**src/rtl/video_timing_gen.sv**
```systemverilog
// Raster timing generator: pixel/line counters, valid and strobe flags, and
// delayed HSYNC/VSYNC, with frame-boundary reload of validated shadow timing.
module video_timing_gen #(
    parameter int unsigned HCNT_W       = 11,
    parameter int unsigned VCNT_W       = 10,
    parameter int unsigned SYNC_DLY     = 1,
    parameter int unsigned DEF_H_ACTIVE = 640,
    parameter int unsigned DEF_H_FP     = 16,
    parameter int unsigned DEF_H_SYNC   = 96,
    parameter int unsigned DEF_H_BP     = 48,
    parameter int unsigned DEF_V_ACTIVE = 480,
    parameter int unsigned DEF_V_FP     = 10,
    parameter int unsigned DEF_V_SYNC   = 2,
    parameter int unsigned DEF_V_BP     = 29,
    parameter int unsigned DEF_HS_POL   = 0,
    parameter int unsigned DEF_VS_POL   = 0
) (
    input  logic              clk,
    input  logic              rst,
    input  logic              i_pix_en,
    input  logic              i_cfg_load,
    input  logic [HCNT_W-1:0] i_h_active,
    input  logic [HCNT_W-1:0] i_h_fp,
    input  logic [HCNT_W-1:0] i_h_sync,
    input  logic [HCNT_W-1:0] i_h_bp,
    input  logic [VCNT_W-1:0] i_v_active,
    input  logic [VCNT_W-1:0] i_v_fp,
    input  logic [VCNT_W-1:0] i_v_sync,
    input  logic [VCNT_W-1:0] i_v_bp,
    input  logic              i_hs_pol,
    input  logic              i_vs_pol,
    output logic [HCNT_W-1:0] o_col,
    output logic [VCNT_W-1:0] o_row,
    output logic              o_pix_valid,
    output logic              o_line_start,
    output logic              o_frame_start,
    output logic              o_hsync,
    output logic              o_vsync,
    output logic              o_cfg_pending,
    output logic              o_cfg_err
);

    localparam int unsigned HT_W = HCNT_W + 2;
    localparam int unsigned VT_W = VCNT_W + 2;

    typedef struct packed {
        logic [HCNT_W-1:0] h_active;
        logic [HCNT_W-1:0] h_fp;
        logic [HCNT_W-1:0] h_sync;
        logic [HCNT_W-1:0] h_bp;
        logic [VCNT_W-1:0] v_active;
        logic [VCNT_W-1:0] v_fp;
        logic [VCNT_W-1:0] v_sync;
        logic [VCNT_W-1:0] v_bp;
        logic              hs_pol;
        logic              vs_pol;
    } cfg_t;

    cfg_t def_cfg, in_cfg;
    cfg_t act_q, act_d, shd_q, shd_d;
    logic [HCNT_W-1:0]   col_q, col_d;
    logic [VCNT_W-1:0]   row_q, row_d;
    logic                pend_q, pend_d;
    logic                err_q, err_d;
    logic [SYNC_DLY-1:0] hs_sr_q, hs_sr_d;
    logic [SYNC_DLY-1:0] vs_sr_q, vs_sr_d;

    logic [HT_W-1:0] h_total, in_h_total, h_pos, h_sync_start;
    logic [VT_W-1:0] v_total, in_v_total, v_pos, v_sync_start;
    logic            col_last, row_last, frame_end, load_ok, h_act, v_act;

    assign def_cfg = '{h_active: HCNT_W'(DEF_H_ACTIVE), h_fp: HCNT_W'(DEF_H_FP),
                       h_sync: HCNT_W'(DEF_H_SYNC), h_bp: HCNT_W'(DEF_H_BP),
                       v_active: VCNT_W'(DEF_V_ACTIVE), v_fp: VCNT_W'(DEF_V_FP),
                       v_sync: VCNT_W'(DEF_V_SYNC), v_bp: VCNT_W'(DEF_V_BP),
                       hs_pol: 1'(DEF_HS_POL), vs_pol: 1'(DEF_VS_POL)};

    assign in_cfg = '{h_active: i_h_active, h_fp: i_h_fp, h_sync: i_h_sync, h_bp: i_h_bp,
                      v_active: i_v_active, v_fp: i_v_fp, v_sync: i_v_sync, v_bp: i_v_bp,
                      hs_pol: i_hs_pol, vs_pol: i_vs_pol};

    // Totals are two bits wider than the fields so four-field sums never wrap.
    assign h_total    = HT_W'(act_q.h_active) + HT_W'(act_q.h_fp) + HT_W'(act_q.h_sync) + HT_W'(act_q.h_bp);
    assign v_total    = VT_W'(act_q.v_active) + VT_W'(act_q.v_fp) + VT_W'(act_q.v_sync) + VT_W'(act_q.v_bp);
    assign in_h_total = HT_W'(i_h_active) + HT_W'(i_h_fp) + HT_W'(i_h_sync) + HT_W'(i_h_bp);
    assign in_v_total = VT_W'(i_v_active) + VT_W'(i_v_fp) + VT_W'(i_v_sync) + VT_W'(i_v_bp);

    assign h_pos     = HT_W'(col_q);
    assign v_pos     = VT_W'(row_q);
    assign col_last  = (h_pos == h_total - HT_W'(1));
    assign row_last  = (v_pos == v_total - VT_W'(1));
    assign frame_end = i_pix_en & col_last & row_last;

    assign h_sync_start = HT_W'(act_q.h_active) + HT_W'(act_q.h_fp);
    assign v_sync_start = VT_W'(act_q.v_active) + VT_W'(act_q.v_fp);
    assign h_act = (h_pos >= h_sync_start) && (h_pos < h_sync_start + HT_W'(act_q.h_sync));
    assign v_act = (v_pos >= v_sync_start) && (v_pos < v_sync_start + VT_W'(act_q.v_sync));

    assign load_ok = i_cfg_load
                   && (i_h_active != '0) && (i_h_sync != '0)
                   && (i_v_active != '0) && (i_v_sync != '0)
                   && (in_h_total <= (HT_W'(1) << HCNT_W))
                   && (in_v_total <= (VT_W'(1) << VCNT_W));

    // Raster counters and sync pipelines advance only on pixel ticks.
    always_comb begin
        col_d   = col_q;
        row_d   = row_q;
        hs_sr_d = hs_sr_q;
        vs_sr_d = vs_sr_q;
        if (i_pix_en) begin
            hs_sr_d = SYNC_DLY'({hs_sr_q, h_act});
            vs_sr_d = SYNC_DLY'({vs_sr_q, v_act});
            if (col_last) begin
                col_d = '0;
                row_d = row_last ? '0 : row_q + VCNT_W'(1);
            end else begin
                col_d = col_q + HCNT_W'(1);
            end
        end
    end

    // Shadow capture and frame-boundary apply; a load on the boundary tick bypasses the shadow.
    always_comb begin
        act_d  = act_q;
        shd_d  = shd_q;
        pend_d = pend_q;
        err_d  = i_cfg_load & ~load_ok;
        if (load_ok) begin
            shd_d  = in_cfg;
            pend_d = 1'b1;
        end
        if (frame_end) begin
            if (load_ok) begin
                act_d = in_cfg;
            end else if (pend_q) begin
                act_d = shd_q;
            end
            pend_d = 1'b0;
        end
    end

    always_ff @(posedge clk) begin
        if (rst) begin
            col_q   <= '0;
            row_q   <= '0;
            act_q   <= def_cfg;
            shd_q   <= def_cfg;
            pend_q  <= 1'b0;
            err_q   <= 1'b0;
            hs_sr_q <= '0;
            vs_sr_q <= '0;
        end else begin
            col_q   <= col_d;
            row_q   <= row_d;
            act_q   <= act_d;
            shd_q   <= shd_d;
            pend_q  <= pend_d;
            err_q   <= err_d;
            hs_sr_q <= hs_sr_d;
            vs_sr_q <= vs_sr_d;
        end
    end

    assign o_col         = col_q;
    assign o_row         = row_q;
    assign o_pix_valid   = (col_q < act_q.h_active) && (row_q < act_q.v_active);
    assign o_line_start  = i_pix_en && (col_q == '0);
    assign o_frame_start = i_pix_en && (col_q == '0) && (row_q == '0);
    assign o_hsync       = act_q.hs_pol ? hs_sr_q[SYNC_DLY-1] : ~hs_sr_q[SYNC_DLY-1];
    assign o_vsync       = act_q.vs_pol ? vs_sr_q[SYNC_DLY-1] : ~vs_sr_q[SYNC_DLY-1];
    assign o_cfg_pending = pend_q;
    assign o_cfg_err     = err_q;

endmodule

```
**config.mk**
```make
export PLATFORM = sky130hd
export DESIGN_NAME = video_timing_gen
export DESIGN_NICKNAME = d
export VERILOG_FILES = /design/src/rtl/video_timing_gen.sv
export SDC_FILE = /design/constraint.sdc
export NUM_CORES = 1
export LEC_CHECK = 0
export ABC_CLOCK_PERIOD_IN_PS = 6100
export BUFFER_PORTS_ARGS = -buffer_cell sky130_fd_sc_hd__buf_2
export CORE_AREA = 2 2 125 218
export CTS_CLUSTER_SIZE = 28
export DETAILED_ROUTE_END_ITERATION = 10
export DIE_AREA = 0 0 127 220
export PLACE_DENSITY = 0.82
export SYNTH_ARGS = -nofsm -noshare
export SYNTH_HDL_FRONTEND = slang
export SYNTH_SLANG_ARGS = --single-unit
```
**constraint.sdc**
```tcl
create_clock -name clk -period 6.1 [get_ports clk]
set_input_delay 0.305 -clock clk [delete_from_list [all_inputs] [get_ports clk]]
set_output_delay 0.305 -clock clk [all_outputs]
set_load 0.1 [all_outputs]
```
After elaboration in Yosys (flattened, before gate mapping)
Index checks and enable logic that the tools add are counted.
{"block": "word_totals", "register_bits": 197, "input_bits": 90, "out_inout_bits": 28, "wordCells": 85}
{"block": "op_classes", "addsub": 16, "magnitude_cmp": 8, "n_eq_ne": 2, "n_mux": 6, "n_bitwise": 6, "n_reduce_logical": 21}
{"op": "$mux 86", "n": 2}
{"op": "$add 12x11->13", "n": 2}
{"op": "$add 13x11->13", "n": 2}
{"op": "$add 11x10->12", "n": 2}
{"op": "$add 11x11->12", "n": 2}
{"op": "$add 12x10->12", "n": 2}
{"op": "$add 10x10->11", "n": 2}
{"op": "$reduce_bool 11->1", "n": 2}
{"op": "$reduce_bool 10->1", "n": 2}
{"op": "$eq 11x13->1", "n": 1}
{"op": "$le 13x12->1 const B", "n": 1}
{"op": "$lt 11x13->1", "n": 1}
{"op": "$sub 13x1->13 const B", "n": 1}
{"op": "$eq 10x12->1", "n": 1}
{"op": "$ge 11x12->1", "n": 1}
{"op": "$le 12x11->1 const B", "n": 1}
{"op": "$lt 10x12->1", "n": 1}
{"op": "$sub 12x1->12 const B", "n": 1}
{"op": "$add 11x1->11 const B", "n": 1}
{"op": "$ge 10x11->1", "n": 1}
{"op": "$logic_and 1x1->1", "n": 11}
{"op": "$logic_not 11->1", "n": 1}
{"op": "$lt 11x11->1", "n": 1}
{"op": "$mux 11", "n": 1}
{"op": "other kinds (10)", "n": 16}

Depth between registers and ports, before layout
Gate-level depths: netlist of run 1.
{"block": "logic_depth", "depth_word": 9, "mapped_depth": 30, "ltp_nobuf": 27}

Least setup slack after synthesis of run 1
Ideal clock, no wire load.
{"block": "synth_timing", "path_type": "register -> register", "startpoint": "reg act_q[75] (netlist bit)", "endpoint": "reg act_q[13] (netlist bit)", "setup_time_ns": 0.135, "arrival_time_ns": 5.604, "required_ns": 5.965, "slack_ns": 0.361, "stages_incl_launch_ff": 27, "n_path_buf": 2, "synth_period_minus_slack_ns": 5.739, "cell_sequence": "dfxtp_1 > ha_1 > fa_1 > a21o_1 > a21oi_1 > o21bai_1 > a21oi_1 > xnor2_1 > ha_1 > nor2_1 > nor2_1 > a31o_2 > a21oi_1 > xnor2_1 > xor2_1 > ha_1 > buf_2 > xor2_1 > or3_1 > mux2i_1 > o221a_2 > nor4b_1 > nor4b_2 > nand2_1 > nor2_1 > buf_2 > a22oi_1"}
{"block": "synth_between", "elab_chain_len": 8}
{"element": "from (decl)", "line": "60", "source": "cfg_t act_q, act_d, shd_q, shd_d;"}
{"element": "from (signal assigned)", "line": "147", "source": "act_q <= def_cfg;"}
{"element": "from (signal assigned)", "line": "156", "source": "act_q <= act_d;"}
{"element": "$add 11x11->12", "line": "83", "source": "assign h_total = HT_W'(act_q.h_active) + HT_W'(act_q.h_fp) + HT_W'(act_q.h_sync) + HT_W'(act_q.h_bp);"}
{"element": "$add 12x11->13", "line": "83"}
{"element": "$add 13x11->13", "line": "83"}
{"element": "$sub 13x1->13", "line": "90", "source": "assign col_last = (h_pos == h_total - HT_W'(1));"}
{"element": "$eq 11x13->1", "line": "90"}
{"element": "$and 1x1->1 (2 in series)", "line": "92", "source": "assign frame_end = i_pix_en & col_last & row_last;"}
{"element": "$reduce_and 2->1 (no source line)"}
Every way passes these cells.
A chain may end at the register's enable or synchronous reset.

Worst setup path in the final report of run 1
{"block": "layout_timing", "startpoint": "reg act_q[75] (netlist bit)", "endpoint": "reg act_q[76] (netlist bit)"}
The elaborated chain is that of the path after synthesis.

==> impl.org, run 1 <==
** Timing
- Clock skew after layout :: 0.0152 ns
- Achievable frequency :: 0.171 GHz
- For the pin with the worst max-slew slack, the measured transition is 1.10 ns.
- Across all hold checks on the routed design, the worst slack comes to 0.0954 ns.
- Measured against its own limit, the worst slew margin works out to 26.5%.
- Max Transition Viols Final :: 0
- After layout, the worst path uses 96.1% of the clock period.
- After layout, the worst setup slack is 0.236 ns.
- Count of final hold-check violations :: 0
- The worst path needs 5.86 ns of the cycle, external delays included.
- Endpoints failing setup :: 0

** Power and ir drop
- Power Density :: 217 nW/um^2
- The worst-case IR drop observed on VDD is 0.209 mV.
- In this run the static leakage power is 6.69 nW.
- The completed layout was analyzed and its total power is 3.44 mW.

** Drt
- The routed design has 37300 microns of wire.
- Post-detailed-route wirelength per cell :: 18.9 microns
- Total number of vias :: 11800
- Starting DRC count in detailed routing :: 748
- In the routed layout, each cell is associated on average with a via count of 5.96.
- Residual DRC count :: 0
- Number of iterations in the first detailed-routing pass :: 5
- The count of nets left with antenna violations once routing finished came out at 0.

** Worst setup path
- Data arrives at the worst endpoint at 6.20 ns.
- Critical path class :: reg -> reg
- Along the worst path, the maximum fanout reaches 15.
- At the worst endpoint, the required time is 6.43 ns.
- STA classifies the critical path startpoint as a flop.
- STA classifies the critical path endpoint as a flop.

** Clock tree
- Buffer depth of the longest clock path :: 2
- Clock insertion delay at the later pin of the skew report :: 0.46 ns
- CTS built an H-tree with a depth of 4.
- CTS hold repair buffers :: 0
- Clock tree synthesis found a total of 197 sinks.
- CTS tree :: built
- Clock-pin slew was measured on the worst setup and hold paths at 0.08 ns.
- In this run the clock root is driven by a sky130_fd_sc_hd__clkbuf_16.
- TritonCTS Buffers :: 17

** Finish
- In the final design database the tool counted 1944 nets.
- 0 antenna diodes ended up in the layout.
- The finished layout holds 1976 standard cells, fillers aside.
- Share of post-route cells with drive strength above 1 :: 15.1%
- P&R area growth vs syn :: 12.2%
- Measured on the finished design, the core utilization comes to 60.3%.

** Floorplanning
- Measured along the y axis, the die boundary spans 220 microns.
- Overall die width :: 127 microns
- Total Die Area :: 27900 sq um
- 118 I/O pins were placed.
- The initial utilization of the core area, before any placement, comes to 53.8%.
- The floorplan step defined a core boundary enclosing 26300 sq um.
- In this run the core area contains 79 standard-cell rows.

** Global routing
- First-pass GRT wire length :: 58100 microns
- Grt ovf :: 0
- The number of global-route vias before repair is 11600.
- GRT Util Overall :: 26.2%
- Antenna violations before repair :: 0
- Maximum number of pins on one net before global-route repair :: 86

** Synthesis
- Asr flop ratio synth :: 0%
- The synthesized design contains 0 enable-type register cells.
- During synthesis, Yosys emitted a total of 0 warnings.
- The number of nets in the synthesized netlist is 1843.
- Count leader, synth :: sky130_fd_sc_hd__dfxtp_1
- #FFs+latches synth :: 197
- Syn_area_per_cell :: 9.19 sq um
- Synthesis instantiated 77 different standard cells from the library.
- Of all cell types, the one taking the most synthesized area is sky130_fd_sc_hd__dfxtp_1.
- Commonest cells in the synthesized netlist :: sky130_fd_sc_hd__dfxtp_1, sky130_fd_sc_hd__ha_1, sky130_fd_sc_hd__inv_1
- In this run the cell area of the synthesized design comes to 14100 sq um.
- Seq/Total Area, Yosys :: 27.9%
- Post-Syn Instances :: 1538
- Among all flip-flop cells after synthesis, the most frequent one is sky130_fd_sc_hd__dfxtp_1.
- Area share of the leading cell type in the synthesized netlist :: 27.9%
- Synth top area cells :: sky130_fd_sc_hd__dfxtp_1, sky130_fd_sc_hd__ha_1, sky130_fd_sc_hd__fa_1

** Outcome
- The flow ran to the end, and the final reports show no timing, DRC or antenna violations.

** Place
- Number of placed instances with taps included :: 1937
- Post-place setup slack :: 0.0423 ns
- Detail Placement HPWL :: 27700 microns
- Final RePlAce weighted congestion :: 0.942
- IO Port Bufs :: 117

** Hold path
- The tightest min-delay check is of the in -> reg type.

** Run
- Max-capacitance violation count :: 0
worst max-delay path, stage by stage, from the launching register on:
cell,delay [ns]
sky130_fd_sc_hd__dfxtp_1,0.34
sky130_fd_sc_hd__ha_1,0.22
sky130_fd_sc_hd__fa_1,0.42
sky130_fd_sc_hd__a21o_1,0.22
sky130_fd_sc_hd__a21oi_2,0.17
sky130_fd_sc_hd__o21bai_1,0.10
sky130_fd_sc_hd__a21oi_2,0.20
sky130_fd_sc_hd__xnor2_2,0.10
sky130_fd_sc_hd__ha_1,0.34
sky130_fd_sc_hd__nor2_2,0.15
sky130_fd_sc_hd__nor2_1,0.08
sky130_fd_sc_hd__a31o_2,0.27
sky130_fd_sc_hd__a21oi_4,0.18
sky130_fd_sc_hd__xnor2_2,0.15
sky130_fd_sc_hd__xor2_1,0.18
sky130_fd_sc_hd__ha_2,0.34
sky130_fd_sc_hd__xor2_1,0.19
sky130_fd_sc_hd__or3_1,0.33
sky130_fd_sc_hd__mux2i_1,0.14
sky130_fd_sc_hd__o221a_2,0.22
sky130_fd_sc_hd__nor4b_2,0.25
sky130_fd_sc_hd__nor4b_4,0.27
sky130_fd_sc_hd__a21o_1,0.22
sky130_fd_sc_hd__o31a_1,0.16
sky130_fd_sc_hd__buf_4,0.17
sky130_fd_sc_hd__clkbuf_16,0.21
sky130_fd_sc_hd__o22ai_2,0.08
sequential cells by signal (all words and copies together), names as in the netlist:
register,flops
hs_sr_q,1
o_col,11
vs_sr_q,1
act_q,86
o_cfg_err,1
o_cfg_pending,1
o_row,10
shd_q,86
cell families (layout without fill, tap and decap cells):
group                    after synthesis  count (layout)  share of synthesized area [%]
flip-flops                           197             197                           27.9
AND/OR/NAND/NOR                      366             366                           13.6
buffers and inverters                192             306                           5.95
multiplexers                          89              89                           6.30
XOR/XNOR                              90              90                           5.57
AO/OA/AOI/OAI                        389             389                           19.2
adder cells (fa/ha/maj)              215             215                           21.6
final timing paths:
| check | startpoint | endpoint | slack (ns) | cells after the start |
|---|---|---|---|---|
| setup / recovery | act_q[75] | act_q[76] | 0.24 | 26 |
| hold / removal | i_v_bp[0] | shd_q[2] | 0.1 | 2 |
| hold reg to reg | hs_sr_q | hs_sr_q | 0.47 | 2 |
| setup reg to reg | act_q[75] | act_q[76] | 0.24 | 26 |
through the flow:
| stage | cell area [sq um] | setup TNS [ns] |
|---|---|---|
| floorplan | 14100 | 0 |
| global placement | 15000 | 0 |
| detailed placement | 15000 | 0 |
| CTS | 15600 | 0 |
| global route | 15900 | -1.56 |
| finish | 15900 | 0 |
layer usage:
layer | vias to the layer above | part of all wire, % | global-route usage (%)
li1 | 5661 | - | -
met1 | 5688 | 41 | 30.7
met2 | 325 | 51 | 46.5
met3 | 112 | 3.4 | 2.96
met4 | 0 | 4.9 | 14.5
met5 | - | 0 | 0
power by group:
group	total, mW	internal (mW)	switching (mW)
clock	1.13	0.585	0.550
combinational	0.944	0.370	0.574
sequential	1.37	1.34	0.0210
total	3.44	2.30	1.14
final cells by class:
class / instances / area [sq um]
clock buffers: 18 / 439
clock inverters: 14 / 145
fillers: 2187 / 10400
inverters: 132 / 495
multi-input cells: 1149 / 9550
flip-flops and latches: 197 / 3950
well taps: 324 / 405
repair buffers: 142 / 886
what timing repair did:
action / in CTS / in global routing
gates cloned: 0 / 2
endpoints found under the hold margin: 0 / 0
pin swaps: 0 / 11
setup endpoints to repair: 6 / 107
gates resized for setup: 1 / 41
setup buffers: 0 / 5
placed cells by master (no fill, tap or decap), types with 16 or more instances in the layout:
master / count
sky130_fd_sc_hd__dfxtp_1: 196
sky130_fd_sc_hd__ha_1: 165
sky130_fd_sc_hd__inv_1: 132
sky130_fd_sc_hd__nor2_1: 121
sky130_fd_sc_hd__buf_2: 116
sky130_fd_sc_hd__mux2i_1: 89
sky130_fd_sc_hd__o21ai_0: 85
sky130_fd_sc_hd__nor2b_1: 64
sky130_fd_sc_hd__xnor2_1: 52
sky130_fd_sc_hd__a21oi_1: 51
sky130_fd_sc_hd__fa_1: 48
sky130_fd_sc_hd__xor2_1: 35
sky130_fd_sc_hd__a21o_1: 35
sky130_fd_sc_hd__nand2b_1: 35
sky130_fd_sc_hd__nand2_1: 32
sky130_fd_sc_hd__o21ai_1: 26
sky130_fd_sc_hd__a211o_1: 22
sky130_fd_sc_hd__nand3_1: 20
sky130_fd_sc_hd__o22ai_2: 20
sky130_fd_sc_hd__clkbuf_16: 19
sky130_fd_sc_hd__buf_4: 18
sky130_fd_sc_hd__nor3_1: 16
No activity file was read; power rests on OpenSTA's default activity.
==> run 2, diff against run 1 <==
==> config.mk (replaced) <==
export PLATFORM = sky130hd
export DESIGN_NAME = video_timing_gen
export DESIGN_NICKNAME = d
export VERILOG_FILES = /design/src/rtl/video_timing_gen.sv
export SDC_FILE = /design/constraint.sdc
export NUM_CORES = 1
export LEC_CHECK = 0
export ABC_AREA = 1
export ABC_CLOCK_PERIOD_IN_PS = 6100
export BUFFER_PORTS_ARGS = -buffer_cell sky130_fd_sc_hd__buf_2
export CORE_AREA = 2 2 129 226
export CTS_CLUSTER_SIZE = 28
export DETAILED_ROUTE_END_ITERATION = 10
export DIE_AREA = 0 0 131 228
export PLACE_DENSITY = 0.83
export SYNTH_ARGS = -nofsm -noshare
export SYNTH_HDL_FRONTEND = slang
export SYNTH_SLANG_ARGS = --single-unit
==> run 2 against run 1 <==
Fmax increased by 3.4%. Hold slack improved by 0.018 ns. Global-route usage increased by 0.21 points. Total power increased by 7.8%. Utilization increased by 0.58 points. Area after synthesis increased by 10%. Flip-flop and latch count unchanged. Routed wire length increased by 4.5%. Final cell count increased by 44%. Clock skew decreased by 0.0038 ns. Sequential power about the same.
==> impl.org, run 2 <==
** Floorplanning
- The area of the placeable core came to 28200 sq um (+7.3%).
- The vertical extent of the die came to 228 microns (+3.6%).
- Total Die Area :: 29900 sq um (+6.9%)
- The placement row count is 82 (+3.8%).
- I/O pin total :: 118 (unchanged)
- The die width was 131 microns (+3.1%).
- The initial core utilization is 55.1% (+1.3 points).

** Drt
- Routed wire length :: 38900 microns (+4.5%)
- The number of optimization iterations in the first detailed-route pass is 5 (unchanged).
- Starting DRC count in detailed routing :: 1014 (+36%)
- Residual DRC count :: 0 (unchanged)
- The detailed-route vias per instance was 5.22 (-13%).
- Antenna violation net count after detailed routing :: 0 (unchanged)
- The routed length per instance came to 13.7 microns (-27%).
- The total number of vias is 14900 (+26%).

** Worst setup path
- Cell with the largest stage delay on the worst path :: sky130_fd_sc_hd__dfxtp_1
- Critical path class :: reg -> reg
- Peak fanout along the critical path :: 35 (+20)
- The arrival time of data at the critical path endpoint came to 6.01 ns (-0.19 ns).
- Broken down by cell family, the worst path's largest delay share belongs to compound AO/OA/AOI/OAI gates.
- Worst Path Required :: 6.44 ns (about the same)
- Critical Path Most Common Cell :: sky130_fd_sc_hd__nand2_1
- The largest incremental delay on the critical path came to 0.34 ns (-0.08 ns).
- Startpoint Class :: flop
- The worst setup path is captured at a flop.
- Buffer and inverter count on the worst path :: 6 (+4)

** Power and ir drop
- Share of power burned in the clock network :: 31.8% (-1.2 points)
- Cell Int Power :: 2.40 mW (+4.3%)
- Largest vdd supply drop :: 0.296 mV (+42%)
- The overall power of the completed layout came to 3.71 mW (+7.8%).
- Share of total power in combinational logic :: 30.8% (+3.4 points)
- The cell leakage power is 9.30 nW (+39%).
- The fraction of power consumed by sequential logic is 37.4% (-2.2 points).
- Fraction of power spent switching nets :: 35.4% (+2.2 points)
- The power per standard cell area came to 216 nW/um^2 (-0.52%).
- Switching power :: 1.31 mW (+15%)

** Synthesis
- The most used flip-flop cell after synthesis is sky130_fd_sc_hd__dfxtp_1.
- Simple-Gate Fraction of Synth Area :: 33.0% (+19 points)
- The compound-cell area share of the yosys netlist came to 6.22% (-13 points).
- Sorting the synthesized cells by area gives the leading types as sky130_fd_sc_hd__dfxtp_1, sky130_fd_sc_hd__nand2_1, sky130_fd_sc_hd__ha_1.
- Commonest cells in the synthesized netlist :: sky130_fd_sc_hd__nand2_1, sky130_fd_sc_hd__inv_1, sky130_fd_sc_hd__nor2_1
- Seq/Total Area, Yosys :: 25.4% (-2.5 points)
- The share of Yosys cell area claimed by the top area cell type is 25.4% (-2.5 points).
- The count of cell types in the netlist came to 39 (-49%).
- Cell type contributing the most total cell area after synthesis :: sky130_fd_sc_hd__dfxtp_1
- Share of synthesized area spent on multiplexers :: 0% (-6.3 points)
- The proportion of register bits with asynchronous set or reset after synthesis is 0% (unchanged).
- The net count after synthesis came to 2680 (+45%).
- Synthesized cell area :: 15600 sq um (+10%)
- The number of synthesized register bits came to 197 (unchanged).
- Post-Syn Instances :: 2375 (+54%)
- The post-synthesis area per instance came to 6.55 sq um (-29%).
- Post-synthesis share of cell area spent on full adders, half adders and majority gates :: 19.6% (-2.0 points)
- Number of flops mapped to enable cells by yosys :: 0 (unchanged)
- Fraction of synthesized cell area in xor and xnor cells :: 3.32% (-2.3 points)
- Yosys warns :: 0 (unchanged)
- Count leader, synth :: sky130_fd_sc_hd__nand2_1
- After synthesis, the largest family of logic cells by area is simple AND/OR/NAND/NOR gates.

** Finish
- The filler cell count is 2526 (+16%).
- Share of post-route cells with drive strength above 1 :: 8.34% (-6.8 points)
- The number of antenna diodes was 0 (unchanged).
- Most frequent cells in the layout :: sky130_fd_sc_hd__nand2_1, sky130_fd_sc_hd__inv_1, sky130_fd_sc_hd__nor2_1, sky130_fd_sc_hd__dfxtp_1, sky130_fd_sc_hd__ha_1
- The final net count is 2766 (+42%).
- The library cell used most frequently in the layout, excluding fill and tap cells, is sky130_fd_sc_hd__nand2_1.
- P&R area growth vs syn :: 10.5%

** Hold path
- The tightest min-delay check is of the in -> reg type.

** Place
- Detail Placement HPWL :: 30400 microns (+9.8%)
- The global placement routability congestion came to 0.938 (-0.50%).
- The quantity of I/O buffers inserted on ports is 117 (unchanged).

** Clock tree
- The number of CTS-inserted buffers came to 17 (unchanged).
- The deepest level of the CTS H-tree was 4 (unchanged).
- Clock insertion delay at the later pin of the skew report :: 0.44 ns (-0.02 ns)
- The maximum buffer depth of the clock tree came to 2 (unchanged).
- CTS Root Buffer Type :: sky130_fd_sc_hd__clkbuf_16
- The hold-fix buffer count after cts is 0 (unchanged).
- TritonCTS built the clock tree.
- Total number of clock tree sinks :: 197 (unchanged)
- The clock transition at the registers of the reported paths is 0.07 ns (about the same).

** Run
- The total of max-cap violations came to 0 (unchanged).

** Timing
- Time the final worst path needs with I/O delays and setup :: 5.67 ns (-0.190 ns)
- Max Transition Viols Final :: 0 (unchanged)
- Measured slew at the worst slew-check pin :: 0.962 ns (-0.141 ns)
- Post-route fraction of the period consumed by the critical path :: 93.0% (-3.1 points)
- The number of hold violations in the final report is 0 (unchanged).
- Achievable frequency :: 0.176 GHz (+3.4%)
- The total of endpoints with negative setup slack in the final report was 0 (unchanged).
- Worst slew slack as a fraction of its limit :: 35.9% (+9.4 points)
- Clock skew after layout :: 0.0113 ns (-0.00382 ns)
- The hold slack came to 0.113 ns (+0.0179 ns).

** Global routing
- Maximum number of pins on one net before global-route repair :: 93 (+8.1%)
- Number of global-route vias before repair :: 14200 (+22%)
- The global routing usage summed across all routing layers is 26.4% (+0.21 points).
- The first-pass GRT wire length is 64700 microns (+11%).
- The number of antenna violations at the first check in global routing is 0 (unchanged).
- The total global routing overflow is 0 (unchanged).

** Outcome
- The flow ran to the end, and the final reports show no timing, DRC or antenna violations.
run 2: metal layers:
metal  share of wire (%)  up-vias  global-route usage (%)
met5                   0        -                       0
met4                 4.5        0                    12.7
met3                 4.0      111                    2.81
met2                  51      427                    45.5
met1                  40     6770                    32.3
li1                    -     7555                       -
run 2: stage by stage:
step / setup WS [ns] / std cells / setup TNS, ns / utilization, % / cell area (sq um)
final: 0.426 / 2849 / 0 / 60.9 / 17200
after global routing: -0.0160 / 2849 / -0.0232 / 60.9 / 17200
after CTS: 0.228 / 2843 / 0 / 60.5 / 17100
after detailed placement: 0.246 / 2814 / 0 / 58.3 / 16500
after global placement: 0.450 / 2814 / 0 / 58.3 / 16500
after floorplan: 0.981 / 2375 / 0 / - / 15600
run 2: repair_timing:
| action | CTS | global route |
|---|---|---|
| gates resized for setup | 0 | 4 |
| buffers inserted | 0 | 4 |
| endpoints found under the setup margin | 0 | 84 |
run 2: cells by family (layout without fill, tap and decap cells):
group | count (synthesis) | count (layout)
compound gates | 172 | 172
simple gates | 1226 | 1226
flops | 197 | 197
fa+ha+maj | 215 | 215
xor+xnor | 59 | 59
buf+inv | 506 | 602
run 2: power groups by stage:
stage	Sequential (mW)	Combinational, mW	Clock (mW)
floorplan	1.43	0.834	0
global placement	1.41	1.09	0
detailed placement	1.42	1.12	0
CTS	1.39	1.13	1.19
global route	1.40	1.30	1.24
finish	1.39	1.14	1.18
run 2: worst register-to-register path: cells and delay by family, from the launching register on:
kind                     cells  cell delay, ns
AO/OA/AOI/OAI               10            1.66
buffers and inverters        6            0.63
AND/OR/NAND/NOR             14            1.53
XOR/XNOR                     2            0.43
flip-flops                   1            0.34
adder cells (fa/ha/maj)      3            0.98
run 2: worst paths after layout:
| check | startpoint | end | slack (ns) | cells after the start |
|---|---|---|---|---|
| setup / recovery | act_q[34] | act_q[12] | 0.43 | 35 |
| hold / removal | i_cfg_load | o_cfg_err | 0.11 | 3 |
| setup reg to reg | act_q[34] | act_q[12] | 0.43 | 35 |
| hold reg to reg | act_q[46] | act_q[46] | 0.46 | 2 |
run 2: final cells by class:
type	count	area (sq um)	share of cell area, %
Multi-Input combinational cell	1672	9710	56.5
Sequential cell	197	3940	22.9
Inverter	437	1640	9.54
Timing Repair Buffer	136	816	4.75
Tap cell	378	473	2.75
Clock buffer	20	467	2.72
Clock inverter	9	143	0.830
